$ cat src/rtl/uart_bus_arbiter.sv
`default_nettype none
// ============================================================================
//  Module   : uart_bus_arbiter
//  Brief    : Two-master arbiter in front of a single shared UART peripheral
//             port. Round-robin on ties, one owner at a time, and a stall
//             watchdog that forces completion when the peripheral hangs.
//  Revision : 1.0 - initial release
// ============================================================================
module uart_bus_arbiter #(
  parameter int unsigned TIMEOUT  = 1024,
  parameter logic [31:0] ERR_DATA = 32'hDEAD_BEEF
) (
  input  logic        clk,
  input  logic        reset,

  // requester 0 (CPU)
  input  logic [31:0] m0_address,
  input  logic [31:0] m0_write_data,
  input  logic        m0_mem_write,
  input  logic        m0_mem_read,
  output logic [31:0] m0_read_data,
  output logic        m0_wait_request,

  // requester 1 (debug / DMA)
  input  logic [31:0] m1_address,
  input  logic [31:0] m1_write_data,
  input  logic        m1_mem_write,
  input  logic        m1_mem_read,
  output logic [31:0] m1_read_data,
  output logic        m1_wait_request,

  // shared peripheral port
  output logic [31:0] s_address,
  output logic [31:0] s_write_data,
  output logic        s_mem_write,
  output logic        s_mem_read,
  input  logic [31:0] s_read_data,
  input  logic        s_wait_request,

  // status
  output logic [1:0]  grant,
  output logic        timeout_err
);

  // Counter is one bit wider than needed to hold TIMEOUT-1 so the
  // saturation guard below never has to fire in normal operation.
  localparam int unsigned     CNT_W    = $clog2(TIMEOUT) + 1;
  localparam logic [CNT_W-1:0] CNT_LAST = CNT_W'(TIMEOUT - 1);
  localparam logic [CNT_W-1:0] CNT_MAX  = {CNT_W{1'b1}};

  localparam logic [1:0] ST_IDLE = 2'd0;
  localparam logic [1:0] ST_GNT0 = 2'd1;
  localparam logic [1:0] ST_GNT1 = 2'd2;

  logic [1:0]       state;
  logic [1:0]       state_nxt;
  // last_owner = 1 means m1 was served last, so m0 wins the next tie
  logic             last_owner;
  logic             last_owner_nxt;
  logic [CNT_W-1:0] stall_cnt;
  logic [CNT_W-1:0] stall_cnt_nxt;

  logic        req0;
  logic        req1;
  logic        granted;
  logic        own_req;
  logic        own_rd;
  logic        own_wr;
  logic [31:0] own_addr;
  logic [31:0] own_wdata;
  logic [31:0] own_rdata;
  logic        stall_hit;
  logic        complete;
  logic        forced;
  logic        stalled;

  assign req0 = m0_mem_read | m0_mem_write;
  assign req1 = m1_mem_read | m1_mem_write;

  // Select the current owner's request fields and classify this grant cycle
  always_comb begin
    granted   = (state == ST_GNT0) || (state == ST_GNT1);
    own_req   = 1'b0;
    own_rd    = 1'b0;
    own_wr    = 1'b0;
    own_addr  = 32'd0;
    own_wdata = 32'd0;
    if (state == ST_GNT0) begin
      own_req   = req0;
      own_rd    = m0_mem_read;
      own_wr    = m0_mem_write;
      own_addr  = m0_address;
      own_wdata = m0_write_data;
    end else if (state == ST_GNT1) begin
      own_req   = req1;
      own_rd    = m1_mem_read;
      own_wr    = m1_mem_write;
      own_addr  = m1_address;
      own_wdata = m1_write_data;
    end
    stall_hit = (stall_cnt == CNT_LAST);
    complete  = granted && own_req && !s_wait_request;
    forced    = granted && own_req &&  s_wait_request &&  stall_hit;
    stalled   = granted && own_req &&  s_wait_request && !stall_hit;
  end

  // Drive the peripheral port and the per-master responses
  always_comb begin
    s_address    = granted ? own_addr  : 32'd0;
    s_write_data = granted ? own_wdata : 32'd0;
    // strobes drop on a forced completion so the stuck access is abandoned
    s_mem_write  = granted && own_wr && !forced;
    s_mem_read   = granted && own_rd && !forced;
    timeout_err  = forced;

    own_rdata = 32'd0;
    if (complete && own_rd) begin
      own_rdata = s_read_data;
    end else if (forced && own_rd) begin
      own_rdata = ERR_DATA;
    end

    // a non-owner is stalled only while it is actually requesting
    m0_wait_request = (state == ST_GNT0) ? stalled   : req0;
    m1_wait_request = (state == ST_GNT1) ? stalled   : req1;
    m0_read_data    = (state == ST_GNT0) ? own_rdata : 32'd0;
    m1_read_data    = (state == ST_GNT1) ? own_rdata : 32'd0;

    grant = {(state == ST_GNT1), (state == ST_GNT0)};
  end

  // Next-state, round-robin pointer and stall counter logic
  always_comb begin
    state_nxt      = state;
    last_owner_nxt = last_owner;
    stall_cnt_nxt  = stall_cnt;
    case (state)
      ST_IDLE: begin
        // counter is cleared here, and GNT states are only entered from IDLE
        stall_cnt_nxt = '0;
        if (req0 && req1) begin
          state_nxt = last_owner ? ST_GNT0 : ST_GNT1;
        end else if (req0) begin
          state_nxt = ST_GNT0;
        end else if (req1) begin
          state_nxt = ST_GNT1;
        end
      end
      ST_GNT0, ST_GNT1: begin
        if (!own_req) begin
          // owner abandoned its request: release without touching the pointer
          state_nxt = ST_IDLE;
        end else if (complete || forced) begin
          state_nxt      = ST_IDLE;
          last_owner_nxt = (state == ST_GNT1);
        end else if (stall_cnt != CNT_MAX) begin
          stall_cnt_nxt = stall_cnt + 1'b1;
        end
      end
      default: begin
        state_nxt = ST_IDLE;
      end
    endcase
  end

  // State registers with asynchronous active-low reset
  always_ff @(posedge clk or negedge reset) begin
    if (!reset) begin
      state      <= ST_IDLE;
      last_owner <= 1'b1;
      stall_cnt  <= '0;
    end else begin
      state      <= state_nxt;
      last_owner <= last_owner_nxt;
      stall_cnt  <= stall_cnt_nxt;
    end
  end

endmodule
`default_nettype wire
$ cat config.mk
export PLATFORM = sky130hd
export DESIGN_NAME = uart_bus_arbiter
export DESIGN_NICKNAME = d
export VERILOG_FILES = /design/src/rtl/uart_bus_arbiter.sv
export SDC_FILE = /design/constraint.sdc
export NUM_CORES = 1
export LEC_CHECK = 0
export CAP_MARGIN = 30
export CORE_AREA = 3 3 115 117
export CTS_CLUSTER_SIZE = 16
export DETAILED_ROUTE_END_ITERATION = 10
export DIE_AREA = 0 0 118 120
export PLACE_DENSITY = 0.65
export SETUP_SLACK_MARGIN = 0.05
export SLEW_MARGIN = 20
export SYNTH_ARGS = -nofsm -noshare
export SYNTH_HDL_FRONTEND = slang
export SYNTH_SLANG_ARGS = --single-unit
$ cat constraint.sdc
create_clock -name clk -period 4.9 [get_ports clk]
set_input_delay 1.225 -clock clk [delete_from_list [all_inputs] [get_ports clk]]
set_output_delay 1.225 -clock clk [all_outputs]
set_load 0.1 [all_outputs]
==> reports/metrics.cfg <==
[sta]
holdWs_ns=0.483
rsz0062_at_grt=false
hold_violations=0
max_clock_freq_ghz=0.223
slew_viol_final=0
finalSetupViolCount=0
timing.final.crit_share_pct=91.6
layout_min_cycle_time_ns=4.49
max_slew_margin_pct=32.8
worst_slack_ns=0.410
worst_pin_slew_ns=1.01
tns_ns=0
skew_ns=0.00293

[clock_network]
insertion_delay_ns=0.24
cts_tree=built
cts.sinks=14
cts_max_level=1
cts-root-buf=clkbuf_16
cts_resized=0
cts_buffers=3
postCtsHoldBufs=0
cts_setup_buffers=0
clkTransAtPathRegs_ns=0.05
clockBufferDepth=2

[power_and_ir_drop]
power.internal_mw=1.08
netSwitchingFraction_pct=68.0
irDropWorstVdd_mv=0.350
switchingPower_mw=2.30
power.density_nw_per_um2=544
seqPwrFrac_pct=4.2
p_total_mw=3.38
leakage_nw=2.44
clockPowerShare_pct=5.1
p_comb_share_pct=90.7

[critical_path]
crit_path_start_kind=input port
crit_type=input port to output pin
slowest_delay_ns=0.60
crit_fanout=48
critPathRequiredTime_ns=3.67
cp_slowest_cell=or2_2
critical_path.cell_chain=clkdlybuf4s50_1, o21ai_0, o21ai_2, nand2_1, or2_2, o21a_1, buf_12
endpoint_kind=output pin
critPathArrivalTime_ns=3.26

[synth]
synth_area_sq_um=2470
synth_seq_cells=14
async_flop_share_pct=100
synth_top_area_share_pct=19.4
yosysSeqAreaShare_pct=14.2
synth.avg_cell_area_sq_um=7.36
synth_area_leaders=a22oi_1, nor2b_1, o21a_1
synth_ff_type=dfrtp_1
synth_warnings=0
synth_enable_flop_cells=0
yosysUniqueCellTypes=42
syn_inst=336
yosysTopAreaCell=a22oi_1
synthesis.nets=507

[die]
io_pins=302
die_width_microns=118
die_h_microns=120
dieArea_sq_um=14200
start_util_pct=19.8
core_region_area_sq_um=12500
rows=41

[status]
status=finished, final reports clean

[grt]
grt_overflow_total=0
antenna_found_initial=0
grt_pass1_wl_mm=20.8
grt_pass1_vias=3516
grt_use_total_pct=18.2
grt_max_degree=70

[detailed_routing]
drtPass1Iterations=5
wl_mm=14.1
wl_per_cell_microns=17.9
drc=0
vias_per_cell=4.62
num_vias=3630
drt_iter0_drc=295
ant_nets=0

[cells_and_area]
finish.net_count=785
fin_cells=785
drive_above_1_share_pct=26.6
syn_to_final_growth_pct=151
antenna_cells=0

[hold_path]
hold_path.class=flip-flop to flip-flop

[placement]
pre_cts_ws_ns=0.432
dp_hpwl_mm=11.5
place.port_buffers=301
place_inst=781
routabilityCongestion=0.838

[job]
drv_cap=0

layer usage:
| layer | part of all wire [%] | GRT usage [%] | vias to the layer above |
|---|---|---|---|
| met3 | 7.9 | 5.61 | 8 |
| met4 | 0.92 | 2.56 | 0 |
| met5 | 0 | 0 | - |
| met1 | 40 | 21.6 | 1689 |
| li1 | - | - | 1783 |
| met2 | 52 | 33.2 | 150 |
cells in the mapped netlist, drive strengths merged (4+ instances only):
library cell   n
nand2         15
inv            5
o21ai          8
dfrtp         13
nand3          5
buf           16
mux2i          4
nor2b         65
clkbuf        19
nand4          5
ha             4
o21a          48
a22oi         64
a21oi          8
and2          18
nor2          12
flip-flops by register name (all words and copies together), names as in the netlist:
| register | count |
|---|---|
| last_owner | 1 |
| stall_cnt | 11 |
| state | 2 |
path summary, 6_finish.rpt:
| kind | endpoint | slack (ns) | start | depth (start not counted) |
|---|---|---|---|---|
| worst max-delay path | m1_read_data[1] | 0.41 | m1_mem_read | 7 |
| worst max register to register | state[1]$_DFFE_PN0P_ | 2.58 | stall_cnt[0]$_DFFE_PN0P_ | 6 |
| worst min-delay path | stall_cnt[10]$_DFFE_PN0P_ | 0.48 | stall_cnt[10]$_DFFE_PN0P_ | 1 |
| worst min register to register | stall_cnt[10]$_DFFE_PN0P_ | 0.48 | stall_cnt[10]$_DFFE_PN0P_ | 1 |
| min in group asynchronous | stall_cnt[4]$_DFFE_PN0P_ | 1.38 | reset | 1 |
| max in group asynchronous | stall_cnt[6]$_DFFE_PN0P_ | 3.11 | reset | 1 |
layout make-up:
cell class / count / area, sq um
fill: 1165 / 6250
multi-input combinational: 282 / 1960
inverter: 5 / 18.8
tap: 172 / 215
timing repair buffer: 308 / 3580
clock buffer: 4 / 88.8
sequential: 14 / 352
metrics by stage:
step	util [%]	area [sq um]
6_report	49.9	6210
5_1_grt	49.9	6210
4_1_cts	49.9	6210
3_5_place_dp	49.1	6130
3_3_place_gp	49.1	6130
2_1_floorplan	-	2500
power by group through the flow:
stage          Combinational, mW  Sequential (mW)  Clock [mW]
6_report                    3.07            0.141       0.173
3_5_place_dp                3.07            0.143           0
4_1_cts                     3.08            0.141       0.176
3_3_place_gp                3.05            0.142           0
5_1_grt                     3.19            0.143       0.181
2_1_floorplan               2.31            0.141           0
worst max-delay path: cells and delay by family:
family / cells / cell delay, ns
buf+inv: 2 / 0.73
simple gates: 2 / 0.68
compound gates: 3 / 0.62
cells in the final DEF, fill, tap and decap left out, drive strengths merged, types with 8 or more instances in the layout:
| cell type | n |
|---|---|
| o21a | 48 |
| a21oi | 8 |
| a22oi | 64 |
| and2 | 18 |
| clkdlybuf4s50 | 168 |
| nor2 | 12 |
| buf | 140 |
| nand2 | 15 |
| nor2b | 65 |
| o21ai | 8 |
| dfrtp | 13 |
cells by family (layout without fill, tap and decap cells):
family,after synthesis,in the layout,share of synthesized area (%)
XOR/XNOR,2,2,0.708
buffers and inverters,40,317,8.04
multiplexers,5,5,2.07
adder cells (fa/ha/maj),4,4,2.02
AO/OA/AOI/OAI,138,138,41.6
AND/OR/NAND/NOR,133,133,31.3
flip-flops,14,14,14.2
No activity file was read; power rests on OpenSTA's default activity.
